### src/rtl/led_frame_shift_latch.sv
// Multi-channel serial-to-parallel receiver: shifts each sdi lane while en_n is low
// and atomically latches a complete WIDTH-bit frame; short frames are flagged and dropped.
module led_frame_shift_latch #(
  parameter int WIDTH     = 8,
  parameter int CHANNELS  = 4,
  parameter int LSB_FIRST = 0
) (
  input  logic                      clk,
  input  logic                      reset,
  input  logic [CHANNELS-1:0]       sdi,
  input  logic                      en_n,
  output logic [CHANNELS*WIDTH-1:0] latch_out,
  output logic                      frame_valid,
  output logic                      frame_err,
  output logic                      busy
);

  localparam int CW = $clog2(WIDTH + 1);

  typedef enum logic [1:0] {IDLE, SHIFT, HOLD} state_t;

  state_t                    state, state_n;
  logic [CW-1:0]             cnt, cnt_n;
  logic [WIDTH-1:0]          sr      [CHANNELS];
  logic [WIDTH-1:0]          sr_n    [CHANNELS];
  logic [WIDTH-1:0]          sh      [CHANNELS];
  logic [CHANNELS*WIDTH-1:0] latch_n;
  logic                      valid_n, err_n;

  // Candidate value of every lane if the current sdi bit is accepted.
  always_comb begin
    for (int unsigned c = 0; c < CHANNELS; c++) begin
      if (LSB_FIRST != 0) sh[c] = {sdi[c], sr[c][WIDTH-1:1]};
      else                sh[c] = {sr[c][WIDTH-2:0], sdi[c]};
    end
  end

  always_comb begin
    state_n = state;
    cnt_n   = cnt;
    sr_n    = sr;
    latch_n = latch_out;
    valid_n = 1'b0;
    err_n   = 1'b0;
    case (state)
      IDLE: begin
        if (!en_n) begin
          sr_n    = sh;
          cnt_n   = CW'(1);
          state_n = SHIFT;
        end else begin
          cnt_n = '0;
          for (int unsigned c = 0; c < CHANNELS; c++) sr_n[c] = '0;
        end
      end
      SHIFT: begin
        if (!en_n) begin
          if (cnt == CW'(WIDTH - 1)) begin
            // Last bit goes straight to the latch on the same edge it is sampled.
            for (int unsigned c = 0; c < CHANNELS; c++) begin
              latch_n[c*WIDTH +: WIDTH] = sh[c];
              sr_n[c]                   = '0;
            end
            valid_n = 1'b1;
            cnt_n   = '0;
            state_n = HOLD;
          end else begin
            sr_n  = sh;
            cnt_n = cnt + CW'(1);
          end
        end else begin
          err_n = 1'b1;
          cnt_n = '0;
          for (int unsigned c = 0; c < CHANNELS; c++) sr_n[c] = '0;
          state_n = IDLE;
        end
      end
      HOLD: begin
        if (en_n) state_n = IDLE;
      end
      default: state_n = IDLE;
    endcase
  end

  always_ff @(posedge clk) begin
    if (!reset) begin
      state       <= IDLE;
      cnt         <= '0;
      latch_out   <= '0;
      frame_valid <= 1'b0;
      frame_err   <= 1'b0;
      for (int unsigned c = 0; c < CHANNELS; c++) sr[c] <= '0;
    end else begin
      state       <= state_n;
      cnt         <= cnt_n;
      latch_out   <= latch_n;
      frame_valid <= valid_n;
      frame_err   <= err_n;
      for (int unsigned c = 0; c < CHANNELS; c++) sr[c] <= sr_n[c];
    end
  end

  assign busy = (state == SHIFT);

endmodule

### config.mk
export PLATFORM = sky130hd
export DESIGN_NAME = led_frame_shift_latch
export DESIGN_NICKNAME = d
export VERILOG_FILES = /design/src/rtl/led_frame_shift_latch.sv
export SDC_FILE = /design/constraint.sdc
export NUM_CORES = 1
export LEC_CHECK = 0
export CAP_MARGIN = 20
export CORE_MARGIN = 3
export CORE_UTILIZATION = 35
export CTS_BUF_LIST = sky130_fd_sc_hd__clkbuf_8 sky130_fd_sc_hd__clkbuf_16
export CTS_CLUSTER_SIZE = 25
export DETAILED_ROUTE_END_ITERATION = 7
export GPL_TIMING_DRIVEN = 0
export SYNTH_ARGS = -nofsm -noshare
export SYNTH_HDL_FRONTEND = slang
export SYNTH_SLANG_ARGS = --single-unit
### constraint.sdc
create_clock -name clk -period 2.6 [get_ports clk]
set_clock_uncertainty 0.1 [all_clocks]
set_input_delay 0.26 -clock clk [delete_from_list [all_inputs] [get_ports clk]]
set_output_delay 0.26 -clock clk [all_outputs]
set_load 0.03 [all_outputs]
==> results.cfg <==
[yosys]
synth_top_family_by_area = simple AND/OR/NAND/NOR gates
yosys.area_share.adder_pct = 0.508
synth-seq-area-share_pct = 55.3
syn_area_um2 = 2460
synthDistinctLibCells = 26
synth-xor-area-share_pct = 0
synth-seq-cells = 68
synthMuxAreaShare_pct = 13.0
synth-simple-area-share_pct = 13.9
syn_area_per_cell_um2 = 10.4
synth_compound_area_share_pct = 12.4
synth_nets = 245
ys_warn_count = 0
synthCells = 237

[power]
total_power_mw = 2.05
p_leak_nw = 1.14
power_frac_clock_pct = 45.6
peakVddDrop_mv = 0.261
p_switching_mw = 0.420
seqPwrFrac_pct = 51.5
intPower_mw = 1.63
p_sw_share_pct = 20.5
p_comb_share_pct = 2.9
power_density_nw_per_um2 = 641

[placement]
routabilityCongestion = 0.683
io_buffers = 40
dp_hpwl_mm = 3.27

[floorplan]
dieArea_um2 = 8080
start_util_pct = 37.5
die_y_um = 89.9
core_um2 = 6570
io-pin-count = 42
fp.dieW_um = 89.9
rows = 29

[worst_hold_path]
hp-class = in2reg

[sta]
layout_min_cycle_time_ns = 2.01
setup-violations-final = 0
maxSlewViolCount = 0
hold_violations = 0
rsz0062_at_grt = false
fmax_mhz = 497
tns_ns = 0
relSlewSlack_pct = 65.7
worstMarginPinSlew_ns = 0.515
period_share_pct = 77.4

[final_layout]
area_delta_synth_final_pct = 29.8
drive_above_1_share_pct = 9.90
nNetsFinal = 296
regArea_um2 = 1360
diodes = 0
fillers = 635
multi_input_area_um2 = 982

[global_routing]
grt_first_pass_wirelength_mm = 8.45
antenna_found_initial = 0
track_usage_pct = 13.1
gr-total-overflow = 0
grt_max_degree = 12
grt_pass1_vias = 1716

[drt]
firstDrtPassIters = 4
vias = 1774
wirelength_mm = 4.92
drtIter0Drc = 64
via_per_inst = 4.60
routedWlPerCell_um = 12.8
drcViolationCount = 0
postRouteAntennaNets = 0

[setup_path]
cp-startpoint = state[0]$_SDFFE_PN0P_
r2r-end = latch_out[0]$_SDFFE_PN0P_
worstSetupEndpointType = primary output
r2r_setup_slack_ns = 0.84
worst_ep_arrival_time_ns = 1.65
critical_path.max_stage_delay_ns = 0.70
required_ns = 2.24
cpMaxStageDelayCell = clkdlybuf4s50_1
path_class = reg2out
setup.worst_path.end = busy
critical_path_peak_fanout = 5
crit_path_cell_trace = nor2b_2 -> clkdlybuf4s50_1
cp-start-kind = flop
reg2reg_depth = 6
rr_startpoint = cnt[0]$_SDFFE_PN0P_

[cts]
cts_root_buf = clkbuf_8
clockBufferDepth = 2
cts_tree = built
clkTransAtPathRegs_ns = 0.07
cts-hold-fix-buffers = 0
cts_sinks = 68
cts_resized = 0
numCtsBuffers = 9
post_cts_buffers = 0
htreeDepth = 3
clkLatencyLatePin_ns = 0.34

[outcome]
status = finished, final reports clean

[flow_run]
cap_violations = 0
power groups by stage:
stage	clock, mW	combinational [mW]	sequential (mW)
after detailed placement	0	0.0609	1.08
after global placement	0	0.0603	1.08
after CTS	0.967	0.0610	1.05
after global routing	1.01	0.0673	1.05
final	0.934	0.0600	1.05
after floorplan	0	0.0364	1.08
critical path: cells and delay by family, from the launching register on:
family / cells / cell delay, ns
buffers and inverters: 1 / 0.70
and+or+nand+nor: 1 / 0.21
DFF: 1 / 0.40
Yosys cell counts:
cell,count,area [um2]
and2_1,1,6.26
inv_1,1,3.75
a211oi_2,1,12.5
nor2b_1,1,6.26
or4b_1,1,10.0
clkbuf_1,7,26.3
buf_2,6,30.0
o21ai_1,1,5.00
a31oi_1,1,6.26
nand2_1,65,244
and3_1,1,6.26
o21ai_0,1,5.00
a21oi_1,3,15.0
and3b_1,2,17.5
ha_1,1,12.5
nor2_1,2,7.51
and2_0,1,6.26
buf_4,2,15.0
nand3_1,1,5.00
mux2i_1,32,320
a22o_1,30,263
nand2b_1,2,12.5
nor2b_2,1,8.76
dfxtp_1,68,1360
buf_6,4,45.0
and4bb_1,1,12.5
logic make-up after synthesis:
group                      count (synthesis)
muxes                                     32
adders and majority gates                  1
DFF                                       68
and+or+nand+nor                           79
buffers and inverters                     20
AOI/OAI and AO/OA                         37
placed cells by master, fill, tap and decap left out, types with 2 or more instances in the layout:
master           count
a21oi_1              3
a22o_1              30
and3b_1              2
buf_2                6
buf_4                2
buf_6                4
bufinv_16            2
clkbuf_1             7
clkbuf_8            10
clkdlybuf4s50_1     40
clkinv_2             3
dfxtp_1             68
inv_1                2
mux2i_1             32
nand2_1             65
nand2b_1             2
nor2_1               2
layer usage:
layer	share of wire, %	vias up	wire (um)	global-route usage, %
li1	-	917	-	-
met4	1.4	0	70	4.97
met2	42	39	2080	19.0
met1	52	811	2550	17.5
met5	0	-	0	0
met3	4.4	7	219	5.18
sequential cells by signal (all words and copies together), names as in the netlist:
register     count
sh              28
latch_out       32
cnt              4
frame_err        1
frame_valid      1
state            2
through the flow:
stage | hold WS, ns | utilization [%] | area [um2] | std cells | worst slack [ns]
2_1_floorplan | 0.286 | - | 2460 | 237 | 1.00
6_report | 0.192 | 48.7 | 3200 | 386 | 0.588
4_1_cts | 0.179 | 48.7 | 3200 | 386 | 0.581
5_1_grt | 0.235 | 48.7 | 3200 | 386 | 0.505
3_5_place_dp | 0.345 | 45.4 | 2980 | 370 | 0.752
3_3_place_gp | 0.342 | 45.4 | 2980 | 370 | 0.780
cell type report:
class                   count  area share (%)
plain buffers              19            3.64
inverters                   1           0.117
flip-flops and latches     68            42.6
well taps                  93            3.64
clock buffers              10            4.31
multi-input cells         149            30.7
repair buffers             40            12.5
clock inverters             6            2.47
worst min-delay path by stage:
stage,endpoint,depth (start not counted),slack (ns),from
final,state[1]$_SDFFE_PN0P_,3,0.19,reset
after global routing,state[1]$_SDFFE_PN0P_,3,0.23,reset
after CTS,state[1]$_SDFFE_PN0P_,3,0.18,reset
after detailed placement,latch_out[16]$_SDFFE_PN0P_,2,0.34,latch_out[16]$_SDFFE_PN0P_
after global placement,latch_out[26]$_SDFFE_PN0P_,2,0.34,latch_out[26]$_SDFFE_PN0P_
after floorplan,sh[17]$_SDFFE_PN0P_,1,0.29,sdi[1]
No activity file was read; power rests on OpenSTA's default activity.
